`config.mk`:
```
export PLATFORM = sky130hd
export DESIGN_NAME = alu_rs
export DESIGN_NICKNAME = d
export VERILOG_FILES = /design/src/rtl/alu_rs.sv
export SDC_FILE = /design/constraint.sdc
export NUM_CORES = 2
export LEC_CHECK = 0
export BUFFER_PORTS_ARGS = -buffer_cell sky130_fd_sc_hd__buf_4
export CORE_AREA = 3 3 360 504
export DETAILED_ROUTE_END_ITERATION = 6
export DIE_AREA = 0 0 363 507
export HOLD_SLACK_MARGIN = 0.12
export PLACE_DENSITY = 0.58
export REMOVE_ABC_BUFFERS = 1
export SYNTH_ARGS = -nofsm -noshare
export SYNTH_HDL_FRONTEND = slang
export SYNTH_SLANG_ARGS = --single-unit
```
`constraint.sdc`:
```
create_clock -name clk_in -period 12.27 [get_ports clk_in]
set_input_delay 1.227 -clock clk_in [delete_from_list [all_inputs] [get_ports clk_in]]
set_output_delay 1.227 -clock clk_in [all_outputs]
set_load 0.05 [all_outputs]
```
`src/rtl/alu_rs.sv`:
```
// rtl/alu_rs.sv - ALU reservation station: issue into lowest free slot, CDB wakeup, lowest-index dispatch.
// Optional ALU_RS_WAKEUP_BYPASS_EN: an entry may dispatch in the same cycle its last operand is broadcast.
module alu_rs #(
    parameter int RS_SIZE       = 8,
    parameter int RS_TYPE_WIDTH = 6
) (
    input  logic                     clk_in,
    input  logic                     rst_in,
    input  logic                     rdy_in,
    input  logic                     flush,
    input  logic                     issue_en,
    input  logic [31:0]              issue_rob_id,
    input  logic [RS_TYPE_WIDTH-1:0] issue_type,
    input  logic [31:0]              issue_imm,
    input  logic                     issue_qj_busy,
    input  logic [31:0]              issue_qj,
    input  logic [31:0]              issue_vj,
    input  logic                     issue_qk_busy,
    input  logic [31:0]              issue_qk,
    input  logic [31:0]              issue_vk,
    input  logic                     cdb_rdy,
    input  logic [31:0]              cdb_rob_id,
    input  logic [31:0]              cdb_value,
    output logic                     full,
    output logic                     alu_en,
    output logic [31:0]              alu_rob_id,
    output logic [31:0]              alu_data_j,
    output logic [31:0]              alu_data_k,
    output logic [31:0]              alu_imm,
    output logic [RS_TYPE_WIDTH-1:0] alu_type
);
    localparam int IDX_W = $clog2(RS_SIZE);

    logic                     busy_q    [RS_SIZE];
    logic                     busy_d    [RS_SIZE];
    logic [31:0]              rob_id_q  [RS_SIZE];
    logic [31:0]              rob_id_d  [RS_SIZE];
    logic [RS_TYPE_WIDTH-1:0] typ_q     [RS_SIZE];
    logic [RS_TYPE_WIDTH-1:0] typ_d     [RS_SIZE];
    logic [31:0]              imm_q     [RS_SIZE];
    logic [31:0]              imm_d     [RS_SIZE];
    logic [31:0]              vj_q      [RS_SIZE];
    logic [31:0]              vj_d      [RS_SIZE];
    logic [31:0]              qj_q      [RS_SIZE];
    logic [31:0]              qj_d      [RS_SIZE];
    logic                     qj_busy_q [RS_SIZE];
    logic                     qj_busy_d [RS_SIZE];
    logic [31:0]              vk_q      [RS_SIZE];
    logic [31:0]              vk_d      [RS_SIZE];
    logic [31:0]              qk_q      [RS_SIZE];
    logic [31:0]              qk_d      [RS_SIZE];
    logic                     qk_busy_q [RS_SIZE];
    logic                     qk_busy_d [RS_SIZE];

    logic                     alu_en_q, alu_en_d;
    logic [31:0]              alu_rob_id_q, alu_rob_id_d;
    logic [31:0]              alu_data_j_q, alu_data_j_d;
    logic [31:0]              alu_data_k_q, alu_data_k_d;
    logic [31:0]              alu_imm_q, alu_imm_d;
    logic [RS_TYPE_WIDTH-1:0] alu_type_q, alu_type_d;

    logic [RS_SIZE-1:0]       ready;
    logic                     sel_valid;
    logic [IDX_W-1:0]         sel_idx;
    logic                     free_valid;
    logic [IDX_W-1:0]         free_idx;
    logic                     all_busy;
    logic [31:0]              sel_vj, sel_vk;
    logic                     issue_j_hit, issue_k_hit;

    assign issue_j_hit = issue_qj_busy && cdb_rdy && (issue_qj == cdb_rob_id);
    assign issue_k_hit = issue_qk_busy && cdb_rdy && (issue_qk == cdb_rob_id);

    // Selection and free-slot search look only at registered state, so a slot freed
    // this cycle cannot be reissued until the next one.
    always_comb begin : select_c
        ready      = '0;
        sel_valid  = 1'b0;
        sel_idx    = '0;
        free_valid = 1'b0;
        free_idx   = '0;
        all_busy   = 1'b1;
        for (int i = 0; i < RS_SIZE; i++) begin
`ifdef ALU_RS_WAKEUP_BYPASS_EN
            ready[i] = busy_q[i]
                && (!qj_busy_q[i] || (cdb_rdy && (qj_q[i] == cdb_rob_id)))
                && (!qk_busy_q[i] || (cdb_rdy && (qk_q[i] == cdb_rob_id)));
`else
            ready[i] = busy_q[i] && !qj_busy_q[i] && !qk_busy_q[i];
`endif
            if (!sel_valid && ready[i]) begin
                sel_valid = 1'b1;
                sel_idx   = IDX_W'(i);
            end
            if (!free_valid && !busy_q[i]) begin
                free_valid = 1'b1;
                free_idx   = IDX_W'(i);
            end
            all_busy = all_busy & busy_q[i];
        end
    end

    always_comb begin : operand_c
        sel_vj = vj_q[sel_idx];
        sel_vk = vk_q[sel_idx];
`ifdef ALU_RS_WAKEUP_BYPASS_EN
        // A still-pending operand on a selected entry can only be the one on the bus now.
        if (qj_busy_q[sel_idx]) sel_vj = cdb_value;
        if (qk_busy_q[sel_idx]) sel_vk = cdb_value;
`endif
    end

    always_comb begin : next_c
        for (int i = 0; i < RS_SIZE; i++) begin
            busy_d[i]    = busy_q[i];
            rob_id_d[i]  = rob_id_q[i];
            typ_d[i]     = typ_q[i];
            imm_d[i]     = imm_q[i];
            vj_d[i]      = vj_q[i];
            qj_d[i]      = qj_q[i];
            qj_busy_d[i] = qj_busy_q[i];
            vk_d[i]      = vk_q[i];
            qk_d[i]      = qk_q[i];
            qk_busy_d[i] = qk_busy_q[i];
        end
        alu_en_d     = alu_en_q;
        alu_rob_id_d = alu_rob_id_q;
        alu_data_j_d = alu_data_j_q;
        alu_data_k_d = alu_data_k_q;
        alu_imm_d    = alu_imm_q;
        alu_type_d   = alu_type_q;

        if (rdy_in) begin
            alu_en_d = 1'b0;
            if (flush) begin
                for (int i = 0; i < RS_SIZE; i++) begin
                    busy_d[i] = 1'b0;
                end
            end else begin
                for (int i = 0; i < RS_SIZE; i++) begin
                    if (busy_q[i] && cdb_rdy && qj_busy_q[i] && (qj_q[i] == cdb_rob_id)) begin
                        vj_d[i]      = cdb_value;
                        qj_busy_d[i] = 1'b0;
                    end
                    if (busy_q[i] && cdb_rdy && qk_busy_q[i] && (qk_q[i] == cdb_rob_id)) begin
                        vk_d[i]      = cdb_value;
                        qk_busy_d[i] = 1'b0;
                    end
                    if (sel_valid && (sel_idx == IDX_W'(i))) begin
                        busy_d[i] = 1'b0;
                    end
                    if (issue_en && free_valid && (free_idx == IDX_W'(i))) begin
                        busy_d[i]    = 1'b1;
                        rob_id_d[i]  = issue_rob_id;
                        typ_d[i]     = issue_type;
                        imm_d[i]     = issue_imm;
                        qj_d[i]      = issue_qj;
                        qk_d[i]      = issue_qk;
                        vj_d[i]      = issue_j_hit ? cdb_value : issue_vj;
                        vk_d[i]      = issue_k_hit ? cdb_value : issue_vk;
                        qj_busy_d[i] = issue_qj_busy && !issue_j_hit;
                        qk_busy_d[i] = issue_qk_busy && !issue_k_hit;
                    end
                end
                if (sel_valid) begin
                    alu_en_d     = 1'b1;
                    alu_rob_id_d = rob_id_q[sel_idx];
                    alu_data_j_d = sel_vj;
                    alu_data_k_d = sel_vk;
                    alu_imm_d    = imm_q[sel_idx];
                    alu_type_d   = typ_q[sel_idx];
                end
            end
        end
    end

    always_ff @(posedge clk_in) begin
        if (rst_in) begin
            for (int i = 0; i < RS_SIZE; i++) begin
                busy_q[i]    <= 1'b0;
                rob_id_q[i]  <= '0;
                typ_q[i]     <= '0;
                imm_q[i]     <= '0;
                vj_q[i]      <= '0;
                qj_q[i]      <= '0;
                qj_busy_q[i] <= 1'b0;
                vk_q[i]      <= '0;
                qk_q[i]      <= '0;
                qk_busy_q[i] <= 1'b0;
            end
            alu_en_q     <= 1'b0;
            alu_rob_id_q <= '0;
            alu_data_j_q <= '0;
            alu_data_k_q <= '0;
            alu_imm_q    <= '0;
            alu_type_q   <= '0;
        end else begin
            for (int i = 0; i < RS_SIZE; i++) begin
                busy_q[i]    <= busy_d[i];
                rob_id_q[i]  <= rob_id_d[i];
                typ_q[i]     <= typ_d[i];
                imm_q[i]     <= imm_d[i];
                vj_q[i]      <= vj_d[i];
                qj_q[i]      <= qj_d[i];
                qj_busy_q[i] <= qj_busy_d[i];
                vk_q[i]      <= vk_d[i];
                qk_q[i]      <= qk_d[i];
                qk_busy_q[i] <= qk_busy_d[i];
            end
            alu_en_q     <= alu_en_d;
            alu_rob_id_q <= alu_rob_id_d;
            alu_data_j_q <= alu_data_j_d;
            alu_data_k_q <= alu_data_k_d;
            alu_imm_q    <= alu_imm_d;
            alu_type_q   <= alu_type_d;
        end
    end

    assign full       = all_busy;
    assign alu_en     = alu_en_q;
    assign alu_rob_id = alu_rob_id_q;
    assign alu_data_j = alu_data_j_q;
    assign alu_data_k = alu_data_k_q;
    assign alu_imm    = alu_imm_q;
    assign alu_type   = alu_type_q;

endmodule

```
Yosys cells after proc, flatten, opt, wreduce, memory -nomap -nowiden. Memory sizes are Yosys's and may differ from the RTL's. A register that Yosys moved wholly into a read port is not among the register bits. Index checks and enable logic that the tools add are counted.

Bits in writable memories: 1608. Bits in registers: 1. Input bits: 270. Memories kept: 10. Output and inout port bits: 136.

Bitwise operators: 88. Equal/unequal tests: 104. Reduce and logical (&&, ||, !) cells: 158. Multiplexer cells: 257.

Memories: imm_q (words 8, width 32, read ports 1, clocked after memory_dff 1, write ports 8, RTL line 40) `logic [31:0] imm_q [RS_SIZE];`; qj_q (words 8, width 32, read ports 8, clocked after memory_dff 0, write ports 8, RTL line 44) `logic [31:0] qj_q [RS_SIZE];`; qk_q (words 8, width 32, read ports 8, clocked after memory_dff 0, write ports 8, RTL line 50) `logic [31:0] qk_q [RS_SIZE];`; rob_id_q (words 8, width 32, read ports 1, clocked after memory_dff 1, write ports 8, RTL line 36) `logic [31:0] rob_id_q [RS_SIZE];`; vj_q (words 8, width 32, read ports 1, clocked after memory_dff 1, write ports 8, RTL line 42) `logic [31:0] vj_q [RS_SIZE];`; vk_q (words 8, width 32, read ports 1, clocked after memory_dff 1, write ports 8, RTL line 48) `logic [31:0] vk_q [RS_SIZE];`; 4 more memories.

Operators by type and width (count): two-way mux 32 bit (114); two-way mux 256 bit (12); equality test 32 bit (18); two-way mux 48 bit (2); two-way mux 6 bit (16); AND reduction 4 bit (24); two-way mux 1 bit (95); logical AND 1 bit (93); OR 1 bit (80); != test 4 bit, second input constant (16); two-way mux 8 bit (6); != test 2 bit, second input constant (24); zero test 1 bit (38); two-way mux 3 bit (11); equality test 3 bit, second input constant (8); != test 1 bit, second input constant (24); != test 3 bit, second input constant (8); equality test 3 x 2 -> 1 bit, second input constant (4); AND 1 bit (7); equality test 3 x 1 -> 1 bit, second input constant (2); zero test 3 bit (2); AND reduction 3 bit (1); two-way mux 2 bit (1); NOT 1 bit (1).

Depth between registers and ports, before layout. An unclocked memory read counts as a cell.

Depth after elaboration: 33. Mapped depth: 12. Gate-level depth less buffers: 7.

Worst setup path after synthesis. OpenSTA, ideal clock, no wires.

Path kind: input-to-reg. Start point: input cdb_rob_id[16]. End point: memory qk_busy_q[4][0] (netlist: qk_busy_q[1][0]). Data required time: 12.002 ns. Buffers on the path: 2. Slack: 6.682 ns. Stages on the path: 8. Arrival time: 5.320 ns. Cells stage by stage: buf_2 buf_1 xnor2_1 nand4_1 nor4_1 nand4_1 o31ai_1 o32ai_1.

RTL lines: start, declared (RTL line 22) `input logic [31:0] cdb_rob_id,`; end, declared (RTL line 52) `logic qk_busy_q [RS_SIZE];`.

==> impl_metrics.ini <==
[run_status]
status = finished, violations left
violated_checks = DRC

[logic_synthesis]
post_synth_instance_area_um2 = 79530
netlist-cell-type-count = 57
synth-seq-cells = 1743
cell_taking_the_most_area_after_synthesis = edfxtp_1
postSynthCellCount = 7376
netlist.area_leader.share = 0.4048
post_synth_main_area_contributors = edfxtp_1 (40%), dfxtp_1 (17%), mux2i_1 (8.0%)
synth_enable_flop_cells = 1072
synth-seq-area-share = 0.5737
ys_dominant_reg_cell = edfxtp_1
yosys_warnings = 0
ys_async_sr_fraction = 0
post_synth.cell_area_avg_um2 = 10.78

[routing]
detail-route-antenna-nets = 0
routed_wirelength_um = 285500
initial_drc_count = 6195
detail_route.drc_violations = 2
detailed_route_via_count = 59460
post_drt_wl_per_cell_um = 29.09
viasPerCell = 6.058
firstDrtPassIters = 7

[timing]
period_share = 0.4485
period_minus_slack_ns = 5.503
setup_viol = 0
fin_worst_skew_ns = 0.02767
rsz0062_at_grt = no
setup_total_negative_slack_ns = 0
timing.final.hold_violations = 0
worst_pin_slew_ns = 1.252
maxSlewViolCount = 0
max-slew-margin-rel = 0.1645
max_freq_ghz = 0.1817
hold_ws_ns = 0.4623

[placement]
dp_cells = 9481
portBuffers = 405
dp.final_hpwl_um = 161200
postPlaceCellArea_um2 = 83940
gp_congestion = 0.8883

[cts]
cts.sinks = 1743
numCtsBuffers = 172
clkTransAtPathRegs_ns = 0.07
cts_hold_buf = 0
max-clock-path-buffers = 3
root_buffer = clkbuf_16
post_cts_resize_count = 0
clock_tree.htree_level_count = 4
insertion_delay_ns = 0.84
post_cts.repair.setup_buffers = 0
tritoncts = done

[grt]
grt_max_degree = 127
first_global_vias = 58490
grt_antenna_before_repair = 38
overflow = 0
wire_length_of_the_first_global_routing_pass_um = 407400
grt.total_usage = 0.3020

[setup_path]
cp-end-kind = register
logic_depth_of_the_worst_register_to_register_path = 9
critical-path-top-delay-family = simple AND/OR/NAND/NOR gates
critPathMaxStageDelay_ns = 0.93
worst_path_max_delay_cell = buf_4
worstSetupPathType = reg -> reg
cp_max_fo = 53
critPathRequiredTime_ns = 13.05
sequence_of_cells_on_the_critical_path = nor3b_1, or4_1, nor4_4, a21o_4, and2_4, buf_4, buf_4, a221o_1, a22o_1
cp.arrival_ns = 6.28
cp_common_cell = buf_4
worstSetupStartpointType = register
critical_path.n_buffers_inverters = 2
timing.critical_path.depth = 9

[floorplan]
ioPinCount = 406
die_w_um = 363
num_rows = 183
die_area_um2 = 184000
floorplan.die.height_um = 507
coreArea_um2 = 177500
initial_utilization = 0.4482

[final_layout]
areaGrowthSynthToFinish_pct = 12.61
final_cell_count_no_fill = 9815
nets = 7613
fraction_of_layout_instances_using_a_drive_strength_above_1 = 0.1158
final_common_cell = edfxtp_1
fin_area_um2 = 89550
mostFrequentLayoutCells = edfxtp_1 (1,072), nor2_1 (962), nand2_1 (857), dfxtp_1 (671), mux2i_1 (636)
n_fill_cell = 15910

[min_path]
hold_path.class = reg -> reg
hold-path-cell-count = 2

[power]
vdd_drop_max_v = 0.0001824
leakage_nw = 34.51
power_total_mw = 12.59
pwr_density_cell_nw_per_um2 = 140.6

[flow_run]
maxCapViolCount = 0
## through the flow
stage	worst slack, ns	utilization
global route	6.648	0.5044
finish	6.767	0.5047
CTS	6.894	0.5044
detailed placement	6.369	0.4730
floorplan	3.745	-
global placement	6.378	0.4730
## sequential cells by signal, summed over array words and instances, names as in the netlist
signal	flops
imm_q	256
qj_q	256
qk_q	256
rob_id_q	256
vj_q	256
vk_q	256
typ_q	48
alu_data_j	32
alu_data_k	32
alu_imm	32
alu_rob_id	32
busy_q	8
qj_busy_q	8
qk_busy_q	8
alu_type	6
alu_en	1
## layout make-up
class                           count  area (µm²)  share of cell area
Clock buffer                      245        4901             0.05473
Timing Repair Buffer              517        3939             0.04398
Clock inverter                     70       666.9            0.007447
Sequential cell                  1743       45620              0.5095
Tap cell                         2312        2893             0.03230
Antenna cell                       19       47.55           0.0005309
Inverter                           85       335.3            0.003744
Multi-Input combinational cell   4824       31150              0.3478
## worst reg2reg max path, cell delays in order (launching register included)
cell     delay (ns)
dfxtp_1        0.45
nor3b_1        0.25
or4_1          0.67
nor4_4         0.84
a21o_4         0.46
and2_4         0.60
buf_4          0.95
buf_4          0.80
a221o_1        0.31
a22o_1         0.13
## cells by family (layout without fill, tap and decap cells)
| logic type | count (synthesis) | count (layout) | synth area share |
|---|---|---|---|
| AOI/OAI and AO/OA | 1390 | 1390 | 0.1253 |
| xor gates and xnor gates | 573 | 573 | 0.06311 |
| buffers and inverters | 809 | 917 | 0.04157 |
| DFF | 1743 | 1743 | 0.5737 |
| muxes | 636 | 636 | 0.08005 |
| other | 0 | 19 | 0 |
| and+or+nand+nor | 2225 | 2225 | 0.1163 |
## where the power goes
group	total [mW]	switching, mW	internal, mW
Combinational	0.806	0.590	0.216
Sequential	6.46	0.0576	6.41
Clock	5.32	2.36	2.96
## synth_stat cells, drive strengths merged, types with 8 or more instances
master and count:
edfxtp 1072, nor2 982, nand2 876, dfxtp 671, mux2i 636, clkbuf 512, a21oi 444, xor2 421
a22o 380, buf 212, xnor2 152, o21ai 145, a221oi 135, a21o 129, a221o 124, nor4 114
inv 85, nand2b 78, nand4 65, nand3 54, nor3 23, a2111oi 11, and2 8
## per-layer routing
| layer | vias to the layer above | track usage | wire, µm | share of wire |
|---|---|---|---|---|
| met5 | - | 0 | 284 | 0.00099 |
| li1 | 26090 | - | - | - |
| met2 | 2847 | 0.5009 | 135200 | 0.47 |
| met4 | 42 | 0.1352 | 14000 | 0.049 |
| met1 | 29820 | 0.3744 | 109300 | 0.38 |
| met3 | 666 | 0.07092 | 26760 | 0.094 |
## final timing paths
path	start	end	slack, ns
hold reg to reg	qk_q[1][42]	qk_q[1][42]	0.46
hold / removal	qk_q[1][42]	qk_q[1][42]	0.46
setup / recovery	busy_q[0][0]	alu_imm[8]	6.77
setup reg to reg	busy_q[0][0]	alu_imm[8]	6.77
(Power assumes the default switching activity.)
